[src/rtl/if_id_queue.sv]
`default_nettype none
// ============================================================================
// Module   : if_id_queue
// Brief    : Circular FIFO of {instruction, PC, PC+4} between fetch and decode,
//            with a valid/ready handshake on both sides and a pipeline flush.
// Revision : 1.0 - initial release
// ============================================================================
module if_id_queue #(
  parameter int          DEPTH = 2,
  parameter int          PTR_W = 1,
  parameter logic [31:0] NOP   = 32'h00000000
) (
  input  logic             Clk,
  input  logic             Reset,
  input  logic [31:0]      InstructionIn,
  input  logic [31:0]      PCNowIn,
  input  logic [31:0]      PCNext4In,
  input  logic             InValid,
  output logic             InReady,
  input  logic             Flush,
  output logic [31:0]      OutInstruction,
  output logic [31:0]      OutPCNow,
  output logic [31:0]      OutPCNext4,
  output logic             OutValid,
  input  logic             OutReady,
  output logic [PTR_W:0]   Count
);

  localparam logic [PTR_W:0] c_depth = DEPTH[PTR_W:0];

  logic [95:0]      r_mem [DEPTH];
  logic [PTR_W-1:0] r_wptr;
  logic [PTR_W-1:0] r_rptr;
  logic [PTR_W:0]   r_count;

  logic             w_push;
  logic             w_pop;
  logic [95:0]      w_head;

  // Handshake flags depend on registered count only, so no OutReady->InReady path.
  assign InReady  = (r_count < c_depth);
  assign OutValid = (r_count != '0);
  assign Count    = r_count;

  assign w_push = InValid & InReady;
  assign w_pop  = OutValid & OutReady;

  assign w_head         = r_mem[r_rptr];
  assign OutInstruction = OutValid ? w_head[95:64] : NOP;
  assign OutPCNow       = OutValid ? w_head[63:32] : 32'h0;
  assign OutPCNext4     = OutValid ? w_head[31:0]  : 32'h0;

  // Storage is not reset; the OutValid mask keeps stale words off the outputs.
  always_ff @(posedge Clk) begin
    if (Reset && !Flush && w_push) begin
      r_mem[r_wptr] <= {InstructionIn, PCNowIn, PCNext4In};
    end
  end

  always_ff @(posedge Clk) begin
    if (!Reset) begin
      r_wptr  <= '0;
      r_rptr  <= '0;
      r_count <= '0;
    end else if (Flush) begin
      r_wptr  <= '0;
      r_rptr  <= '0;
      r_count <= '0;
    end else begin
      if (w_push) begin
        r_wptr <= r_wptr + 1'b1;
      end
      if (w_pop) begin
        r_rptr <= r_rptr + 1'b1;
      end
      case ({w_push, w_pop})
        2'b10:   r_count <= r_count + 1'b1;
        2'b01:   r_count <= r_count - 1'b1;
        default: r_count <= r_count;
      endcase
    end
  end

endmodule
`default_nettype wire

[config.mk]
export PLATFORM = sky130hd
export DESIGN_NAME = if_id_queue
export DESIGN_NICKNAME = d
export VERILOG_FILES = /design/src/rtl/if_id_queue.sv
export SDC_FILE = /design/constraint.sdc
export NUM_CORES = 1
export LEC_CHECK = 0
export ABC_AREA = 1
export BUFFER_PORTS_ARGS = -buffer_cell sky130_fd_sc_hd__buf_4
export CELL_PAD_IN_SITES_DETAIL_PLACEMENT = 1
export CELL_PAD_IN_SITES_GLOBAL_PLACEMENT = 2
export CORE_MARGIN = 2
export CORE_UTILIZATION = 30
export DETAILED_ROUTE_END_ITERATION = 8
export PLACE_DENSITY = 0.72
export SLEW_MARGIN = 0
export SYNTH_ARGS = -nofsm -noshare
export SYNTH_HDL_FRONTEND = slang
export SYNTH_SLANG_ARGS = --single-unit
[constraint.sdc]
create_clock -name Clk -period 14.4 [get_ports Clk]
set_input_delay 0.72 -clock Clk [delete_from_list [all_inputs] [get_ports Clk]]
set_output_delay 0.72 -clock Clk [all_outputs]
set_load 0.01 [all_outputs]
==> results of run 1 <==
## power by group through the flow
stage | clock, W | sequential (W) | combinational, W
after global placement | 0 | 0.000656 | 0.0000898
final | 0.000492 | 0.000644 | 0.0000909
after floorplan | 0 | 0.000658 | 0.0000365
after global routing | 0.000529 | 0.000644 | 0.000100
after detailed placement | 0 | 0.000657 | 0.0000927
after CTS | 0.000507 | 0.000644 | 0.0000931
## cell type report
class | count | area, um2 | area share [%]
Tap cell | 324 | 405 | 4.13
Sequential cell | 197 | 5870 | 59.8
Clock buffer | 20 | 437 | 4.45
Clock inverter | 12 | 171 | 1.75
Antenna cell | 1 | 2.50 | 0.0255
Inverter | 10 | 38.8 | 0.395
Timing Repair Buffer | 207 | 1550 | 15.8
Multi-Input combinational cell | 314 | 1340 | 13.6
## per-layer routing
| layer | up-vias | global-route usage, % |
|---|---|---|
| met4 | 0 | 4.79 |
| met5 | - | 0 |
| met2 | 158 | 23.1 |
| met3 | 20 | 3.75 |
| li1 | 2325 | - |
| met1 | 2428 | 19.9 |
## cells in the final DEF, fill, tap and decap left out, drive strengths merged
cell type,instances
nand2,200
bufinv,3
nand3,1
inv,13
nor3,1
nand4,1
clkinvlp,4
buf,207
diode,1
dfxtp,5
a21oi,98
nor2,11
clkinv,2
clkbuf,20
edfxtp,192
o21ai,1
ha,1
## final timing paths
kind | cells after the start | endpoint
worst max-delay path | 5 | OutInstruction[22]
worst min-delay path | 1 | r_mem[0][85]
worst max register to register | 9 | Count[1]
worst min register to register | 2 | r_wptr
## stage by stage
| step | worst slack [ns] | instance area [um2] |
|---|---|---|
| 3_3_place_gp | 11.43 | 9200 |
| 2_1_floorplan | 6.25 | 7450 |
| 5_1_grt | 11.05 | 9810 |
| 6_report | 11.25 | 9810 |
| 3_5_place_dp | 11.36 | 9200 |
| 4_1_cts | 11.16 | 9810 |
## cell usage after synthesis (all sizes together)
library cell,n,area [um2]
inv,9,33.8
nor2,11,48.8
nand2,200,751
edfxtp,192,5770
o21ai,1,5.00
ha,1,12.5
nand3,1,5.00
buf,31,221
nand4,1,6.26
dfxtp,5,100
clkinv,1,5.00
a21oi,98,490
nor3,1,5.00
## flip-flops by register name, indices dropped and copies added (netlist names), named ones only
name    count
r_mem     192
Count       2
r_rptr      1
r_wptr      1
## worst register-to-register path: stages, from the launching register on
cell and delay (ns):
dfxtp_1 0.37, nor2_4 0.11, buf_4 0.85, nor2_1 0.23, ha_1 0.40, inv_1 0.11, nand2_1 0.07, nor2_1 0.08
nor2_1 0.05, nor2_1 0.10
## logic make-up (layout without fill, tap and decap cells)
family / count (synthesis) / in the layout / share of synthesized area [%]
buf+inv: 41 / 249 / 3.49
compound gates: 99 / 99 / 6.65
other cells: 0 / 1 / 0
flops: 197 / 197 / 78.7
fa+ha+maj: 1 / 1 / 0.168
simple gates: 214 / 214 / 11.0
==> results_dict.tcl, run 1 <==
set metrics [dict create \
    grt_max_degree 99 \
    cts-hold-fix-buffers 0 \
    min_path_type "primary input to flop" \
    drtIter0Drc 236 \
    peakVddDrop_v 0.0000667 \
    drive_above_1_share_pct 31.7 \
    top_layer "met4" \
    wl_met2_um 8820 \
    utilization_pct 40.4 \
    antenna_left 0 \
    post-route-period-util_pct 21.9 \
    cts_sinks 197 \
    critPathCaptureType "primary output" \
    hold_violations 0 \
    intPower_w 0.000960 \
    fin_skew_ns 0.0174 \
    routed_wl_um 19200 \
    rsz0062_at_grt "no" \
    fin_crit_ns 3.15 \
    leakage_nw 3.76 \
    coreArea_um2 24300 \
    dp.cells 1052 \
    cp_cell_sequence "clkinv_2, buf_4, nand2_1, a21oi_1, buf_4" \
    timing.critical_path.buf_inv 3 \
    crit_family "buffers and inverters" \
    crit_type "flop to primary output" \
    dr_wl_met3_um 1180 \
    drc 0 \
    net-switching-power_w 0.000267 \
    final.setup.tns_ns 0 \
    dr.pass1.iters 4 \
    initial_core_util_pct 30.6 \
    hold-worst-slack_ns 0.469 \
    reg2reg_slack_ns 11.98 \
    dieArea_um2 26100 \
    wl_met1_um 8910 \
    relSlewSlack_pct 23.7 \
    clkTransAtPathRegs_ns 0.07 \
    p_seq_share_pct 52.5 \
    nNetsFinal 849 \
    worst_setup_path_start_kind "flop" \
    die_w_um 162 \
    timing.rr.start "Count[1]" \
    maxSlewViolCount 0 \
    max_cap_violations 0 \
    max_stage_delay_ns 0.64 \
    grt_usage_pct 14.7 \
    grt_overflow 0 \
    setup_viol_count_final 0 \
    p_total_w 0.00123 \
    gp_congestion 0.790 \
    comb_power_share_pct 7.4 \
    cpMostUsedCell "buf_4" \
    cts_buffer_depth 2 \
    viasPerCell 4.54 \
    path_max_fanout 56 \
    place.port_buffers 200 \
    clock_power_share_pct 40.1 \
    placementRows 57 \
    worstPathArrival_ns 2.43 \
    dpl.hpwl_um 11900 \
    htree_levels 4 \
    synth_cells 552 \
    avgSynthCellArea_um2 13.5 \
    ys_seq_elements 197 \
    fmax_ghz 0.318 \
    hp-start "InstructionIn[21]" \
    grt_first_pass_wirelength_um 29500 \
    pin_count 201 \
    cts_made_buffers 17 \
    synth_nets 654 \
    powerDensity_nw_per_um2 125 \
    ys_seq_area_share_pct 78.7 \
    cts_tree "yes" \
    layout.cells.non_filler 1085 \
    ys_types 17 \
    cts_resized 0 \
    status "finished, final reports clean" \
    synth_area_um2 7450 \
    swShare_pct 21.8 \
    dr_total_vias 4931 \
    area_delta_synth_final_pct 31.7 \
    crit_required_ns 13.68 \
    worst_pin_slew_ns 1.14 \
    fillers 2613 \
    post_cts_buffers 0 \
    clk_latency_ns 0.43 \
    cpMaxStageDelayCell "buf_4" \
    grt_pass1_vias 5144 \
    die_h_um 162 \
    yosys_warnings 0 \
    ctsRootBufferMaster "clkbuf_16" \
    wl_per_cell_um 17.7 \
    antenna_found_initial 1 \
]
(Power assumes the default switching activity.)
==> inputs of run 2 (changes only) <==
Clock period 14.4 ns to 3.1 ns, I/O delays scaled along.
==> run 2 against run 1 <==
Die area stayed put. Wire length is 2.2% higher. Sequential power grew to 4.6 times the previous value.
==> results_dict.tcl, run 2 (synthesis gave the netlist of run 1 again) <==
set metrics [dict create \
    cp_cell_sequence "buf_4, nand2_1, a21oi_1, buf_4" \
    grt_first_pass_wirelength_um 30700 \
    crit_type "flop to primary output" \
    layout.cells.non_filler 1182 \
    clk_latency_ns 0.42 \
    grt_usage_pct 15.1 \
    max_cap_violations 0 \
    dr.pass1.iters 6 \
    antenna_found_initial 0 \
    min_path_type "primary input to flop" \
    critPathCaptureType "primary output" \
    most-common-layout-cells "buf_4, nand2_1, edfxtp_1, a21oi_1, dlygate4sd3_1" \
    relSlewSlack_pct 49.5 \
    grt_max_degree 56 \
    drive_above_1_share_pct 28.9 \
    r2r.worst_path.cells 4 \
    cpMostUsedCell "buf_4" \
    placementRows 57 \
    pin_count 201 \
    r2r_end "r_mem[1][45]" \
    wl_per_cell_um 16.6 \
    cts_resized 0 \
    max_stage_delay_ns 0.70 \
    crit_required_ns 2.94 \
    fin_crit_ns 2.49 \
    initial_core_util_pct 30.6 \
    gp_congestion 0.715 \
    fmax_ghz 0.401 \
    cts_tree "yes" \
    place.port_buffers 200 \
    drtIter0Drc 300 \
    htree_levels 4 \
    rsz0062_at_grt "no" \
    largest_register_ffs 192 \
    path_max_fanout 50 \
    regMostFlops "r_mem" \
    cts_sinks 197 \
    maxSlewViolCount 0 \
    worstPathArrival_ns 2.34 \
    cpMaxStageDelayCell "dfxtp_4" \
    drc 0 \
    n_antenna_cell 0 \
    worst_pin_slew_ns 0.757 \
    powerDensity_nw_per_um2 532 \
    status "finished, final reports clean" \
    post-route-period-util_pct 80.4 \
    dp.cells 1054 \
    final.setup.tns_ns 0 \
    hold_violations 0 \
    cts_made_buffers 17 \
    final_common_cell "buf_4" \
    worst_setup_path_start_kind "flop" \
    fin_skew_ns 0.0107 \
    fin_ws_ns 0.608 \
    die_w_um 162 \
    cts_buffer_depth 2 \
    peakVddDrop_v 0.000306 \
    grt_overflow 0 \
    hold_path_end "Count[1]" \
    ctsRootBufferMaster "clkbuf_16" \
    grt_pass1_vias 5591 \
    post_cts_buffers 0 \
    dieArea_um2 26100 \
    dr_total_vias 5264 \
    place_ws_ns 0.976 \
    clkTransAtPathRegs_ns 0.08 \
    fillers 2541 \
    cts-hold-fix-buffers 96 \
    coreArea_um2 24300 \
    setup_viol_count_final 0 \
    routed_wl_um 19600 \
    die_h_um 162 \
    reg2reg_slack_ns 1.37 \
    leakage_nw 4.20 \
    area_delta_synth_final_pct 45.1 \
    hp-start "Flush" \
    dpl.hpwl_um 12100 \
    timing.rr.start "Count[1]" \
    antenna_left 0 \
    nNetsFinal 947 \
    min_path_cells 4 \
    viasPerCell 4.45 \
]
-- run 2: cell types whose count changed in the layout (fill, tap and decap cells not counted), sizes merged, moves of 2 or more --
cell / previous run / this run
clkinv: 2 / 7
clkinvlp: 4 / 1
dlygate4sd3: 0 / 96
clkbuf: 20 / 17
inv: 13 / 15
buf: 207 / 209
-- run 2: stage by stage --
stage / total power, W / utilization [%] / hold WS (ns) / instance area (um2)
4_1_cts: 0.00583 / 44.4 / 0.0180 / 10800
5_1_grt: 0.00597 / 44.4 / 0.0447 / 10800
2_1_floorplan: 0.00322 / - / 0.254 / 7480
6_report: 0.00575 / 44.4 / 0.0356 / 10800
3_3_place_gp: 0.00346 / 38.0 / 0.341 / 9250
3_5_place_dp: 0.00348 / 38.0 / 0.344 / 9250
-- run 2: routing by layer --
metal | vias to the layer above | share of wire [%] | track usage (%)
met5 | - | 0 | 0
met4 | 0 | 0.89 | 3.37
met3 | 13 | 5.3 | 3.60
met2 | 150 | 49 | 26.0
met1 | 2582 | 44 | 19.4
li1 | 2519 | - | -
-- run 2: worst max-delay path by stage --
stage	start	end	slack (ns)	depth (start not counted)
2_1_floorplan	Count[1]	r_mem[1][0]	-0.16	3
3_3_place_gp	flop	OutInstruction[1]	0.99	4
3_5_place_dp	flop	OutInstruction[0]	0.98	4
4_1_cts	flop	OutInstruction[0]	0.50	4
5_1_grt	flop	OutInstruction[0]	0.38	4
6_report	flop	OutInstruction[1]	0.61	4
-- run 2: power by group --
group	leakage, nW	switching [W]	internal [W]	total, W
Combinational	2.12	0.000249	0.000271	0.000520
Clock	0.290	0.00102	0.00121	0.00223
Sequential	1.79	0.0000187	0.00298	0.00299
Total	4.20	0.00129	0.00446	0.00575
-- run 2: area by class of cell --
type,instances,area [um2],area share [%]
clock inverter,15,169,1.56
inverter,10,41.3,0.382
tap,324,405,3.75
clock buffer,17,425,3.94
timing repair buffer,305,2540,23.5
multi-input combinational,314,1350,12.5
sequential,197,5870,54.3
-- run 2: worst max-delay path: cells and delay by family (launching register included) --
kind / cells / cell delay [ns]
flip-flops: 1 / 0.70
buffers and inverters: 2 / 0.78
AO/OA/AOI/OAI: 1 / 0.32
AND/OR/NAND/NOR: 1 / 0.10
==> inputs of run 3 (changes only) <==
Settings changed: ABC_AREA 1 to 0, PLACE_DENSITY 0.72 to 0.69.
Clock period 3.1 ns to 2.45 ns, I/O delays scaled along.
==> run 3 against run 2 <==
Non-clock buffer count decreased by 2. Die area is essentially flat. Global-route usage decreased by 1.7 points. Clock skew down 0.0039 ns. Flip-flop and latch count did not move. Synthesized cell count fell by 22%. Hold slack improved by 0.083 ns. Wire length is 11% lower. Sequential power rose by 27%. Via count down 12%. Final cell count is 9.4% lower. Clock-buffer cell count did not move.
==> results_dict.tcl, run 3 <==
set metrics [dict create \
    cpMaxStageDelayCell "dfxtp_4" \
    fin_crit_ns 1.90 \
    die_w_um 162 \
    synthTopCellsByArea "edfxtp_1, mux2i_1, nor2_1" \
    initial_core_util_pct 30.6 \
    synth_cells 433 \
    rsz0062_at_grt "no" \
    dr_total_vias 4611 \
    timing.critical_path.buf_inv 2 \
    leakage_nw 3.97 \
    relSlewSlack_pct 63.0 \
    dpl.hpwl_um 11100 \
    path_max_fanout 61 \
    avgSynthCellArea_um2 17.2 \
    clkTransAtPathRegs_ns 0.07 \
    largest_register_ffs 192 \
    max_stage_delay_ns 0.37 \
    hp-start "OutReady" \
    synth_area_um2 7440 \
    dr.pass1.iters 4 \
    gp_congestion 0.711 \
    timing.rr.start "Count[1]" \
    viasPerCell 4.31 \
    antenna_left 0 \
    post_cts_buffers 0 \
    pin_count 201 \
    reg2reg_slack_ns 0.72 \
    fmax_ghz 0.527 \
    routed_wl_um 17400 \
    n_antenna_cell 0 \
    crit_type "flop to primary output" \
    coreArea_um2 24300 \
    synth_commonest_cells "edfxtp_1, nor2_1, mux2i_1" \
    status "finished, final reports clean" \
    placementRows 57 \
    ys_types 19 \
    synth_nets 535 \
    dp.cells 943 \
    final.setup.tns_ns 0 \
    r2r_end "r_mem[0][65]" \
    max_cap_violations 0 \
    min_path_type "primary input to flop" \
    fin_skew_ns 0.00683 \
    hold_path_end "r_rptr" \
    htree_levels 4 \
    grt_first_pass_wirelength_um 26700 \
    cp_cell_sequence "buf_12, mux2i_1, nor2_1, buf_4" \
    drive_above_1_share_pct 32.8 \
    layout.cells.non_filler 1071 \
    setup_viol_count_final 0 \
    crit_family "buffers and inverters" \
    critPathCaptureType "primary output" \
    post-route-period-util_pct 77.5 \
    wl_per_cell_um 16.2 \
    synth_top_cell_area_share_pct 77.5 \
    final_common_cell "buf_4" \
    worst_pin_slew_ns 0.554 \
    powerDensity_nw_per_um2 668 \
    synth.most_common_cell "edfxtp_1" \
    synth_flop_cell "edfxtp_1" \
    yosys_warnings 0 \
    crit_cells 4 \
    ys_seq_area_share_pct 78.8 \
    area_delta_synth_final_pct 46.9 \
    synth_top_area_cell "edfxtp_1" \
    r2r.worst_path.cells 4 \
    hold_violations 0 \
    grt_usage_pct 13.4 \
    ctsRootBufferMaster "clkbuf_16" \
    worst_setup_path_start_kind "flop" \
    min_path_cells 4 \
    hold-worst-slack_ns 0.119 \
    cts_resized 0 \
    antenna_found_initial 0 \
    ys_seq_elements 197 \
    most-common-layout-cells "buf_4, edfxtp_1, nor2_1, mux2i_1, dlygate4sd3_1" \
    cts_buffer_depth 2 \
    cts_sinks 197 \
    clk_latency_ns 0.43 \
    cts_tree "yes" \
    grt_pass1_vias 4994 \
    utilization_pct 45.0 \
    crit_required_ns 2.33 \
    worstPathArrival_ns 1.78 \
    synth_edf_count 192 \
    peakVddDrop_v 0.000384 \
    grt_max_degree 98 \
    drtIter0Drc 224 \
    cts_made_buffers 17 \
    regMostFlops "r_mem" \
    maxSlewViolCount 0 \
    die_h_um 162 \
    dieArea_um2 26100 \
    cts-hold-fix-buffers 96 \
    drc 0 \
    synthArstFlopShare_pct 0 \
    nNetsFinal 836 \
    place.port_buffers 200 \
    grt_overflow 0 \
]
==> run 3: cell count changes after synthesis, sizes merged, moves of 2 or more <==
cell,before,now
a21oi,98,1
xor2,0,2
mux2i,0,96
inv,9,5
xnor2,0,2
nand2,200,0
clkbuf,0,6
nor2,11,101
buf,31,15
==> run 3: layer usage <==
metal	global-route usage, %	part of all wire, %
met1	16.3	43
met2	23.1	50
met3	3.62	5.4
met4	4.59	1.5
met5	0	0
==> run 3: final cells by class <==
class                   instances  area (um2)
clock buffers                  17         425
clock inverters                15         169
fillers                      2438       13400
inverters                       5        18.8
multi-input cells             210        1470
flip-flops and latches        197        5870
well taps                     324         405
repair buffers                303        2580
==> run 3: how the worst max path moves through the flow <==
stage	from	slack, ns	end
finish	flop	0.55	OutPCNext4[31]
global route	flop	0.44	OutInstruction[2]
CTS	flop	0.52	OutInstruction[5]
detailed placement	Flush	0.68	r_mem[1][62]
global placement	Flush	0.76	r_mem[0][10]
floorplan	Count[1]	-0.87	r_mem[0][0]
==> run 3: tightest hold or removal path: stages <==
cell     delay [ns]
buf_4          0.11
o21ai_0        0.11
xor2_1         0.10
nor2_1         0.08
==> run 3: logic make-up after synthesis <==
| family | count (synthesis) | synth area share [%] |
|---|---|---|
| compound gates | 3 | 0.202 |
| xor+xnor | 4 | 0.471 |
| buf+inv | 26 | 1.93 |
| mux | 96 | 12.9 |
| fa+ha+maj | 1 | 0.168 |
| simple gates | 106 | 5.51 |
| flops | 197 | 78.8 |
==> run 3: power breakdown <==
group / total, W / switching (W) / internal [W]
registers: 0.00379 / 0.0000197 / 0.00377
logic: 0.000710 / 0.000327 / 0.000383
clock network: 0.00281 / 0.00127 / 0.00153
==> run 3: stage by stage <==
step,setup slack (ns),power (W),instance area (um2)
2_1_floorplan,-0.865,0.00410,7480
3_3_place_gp,0.757,0.00444,9380
3_5_place_dp,0.678,0.00446,9380
4_1_cts,0.524,0.00740,10900
5_1_grt,0.445,0.00757,10900
6_report,0.552,0.00731,10900
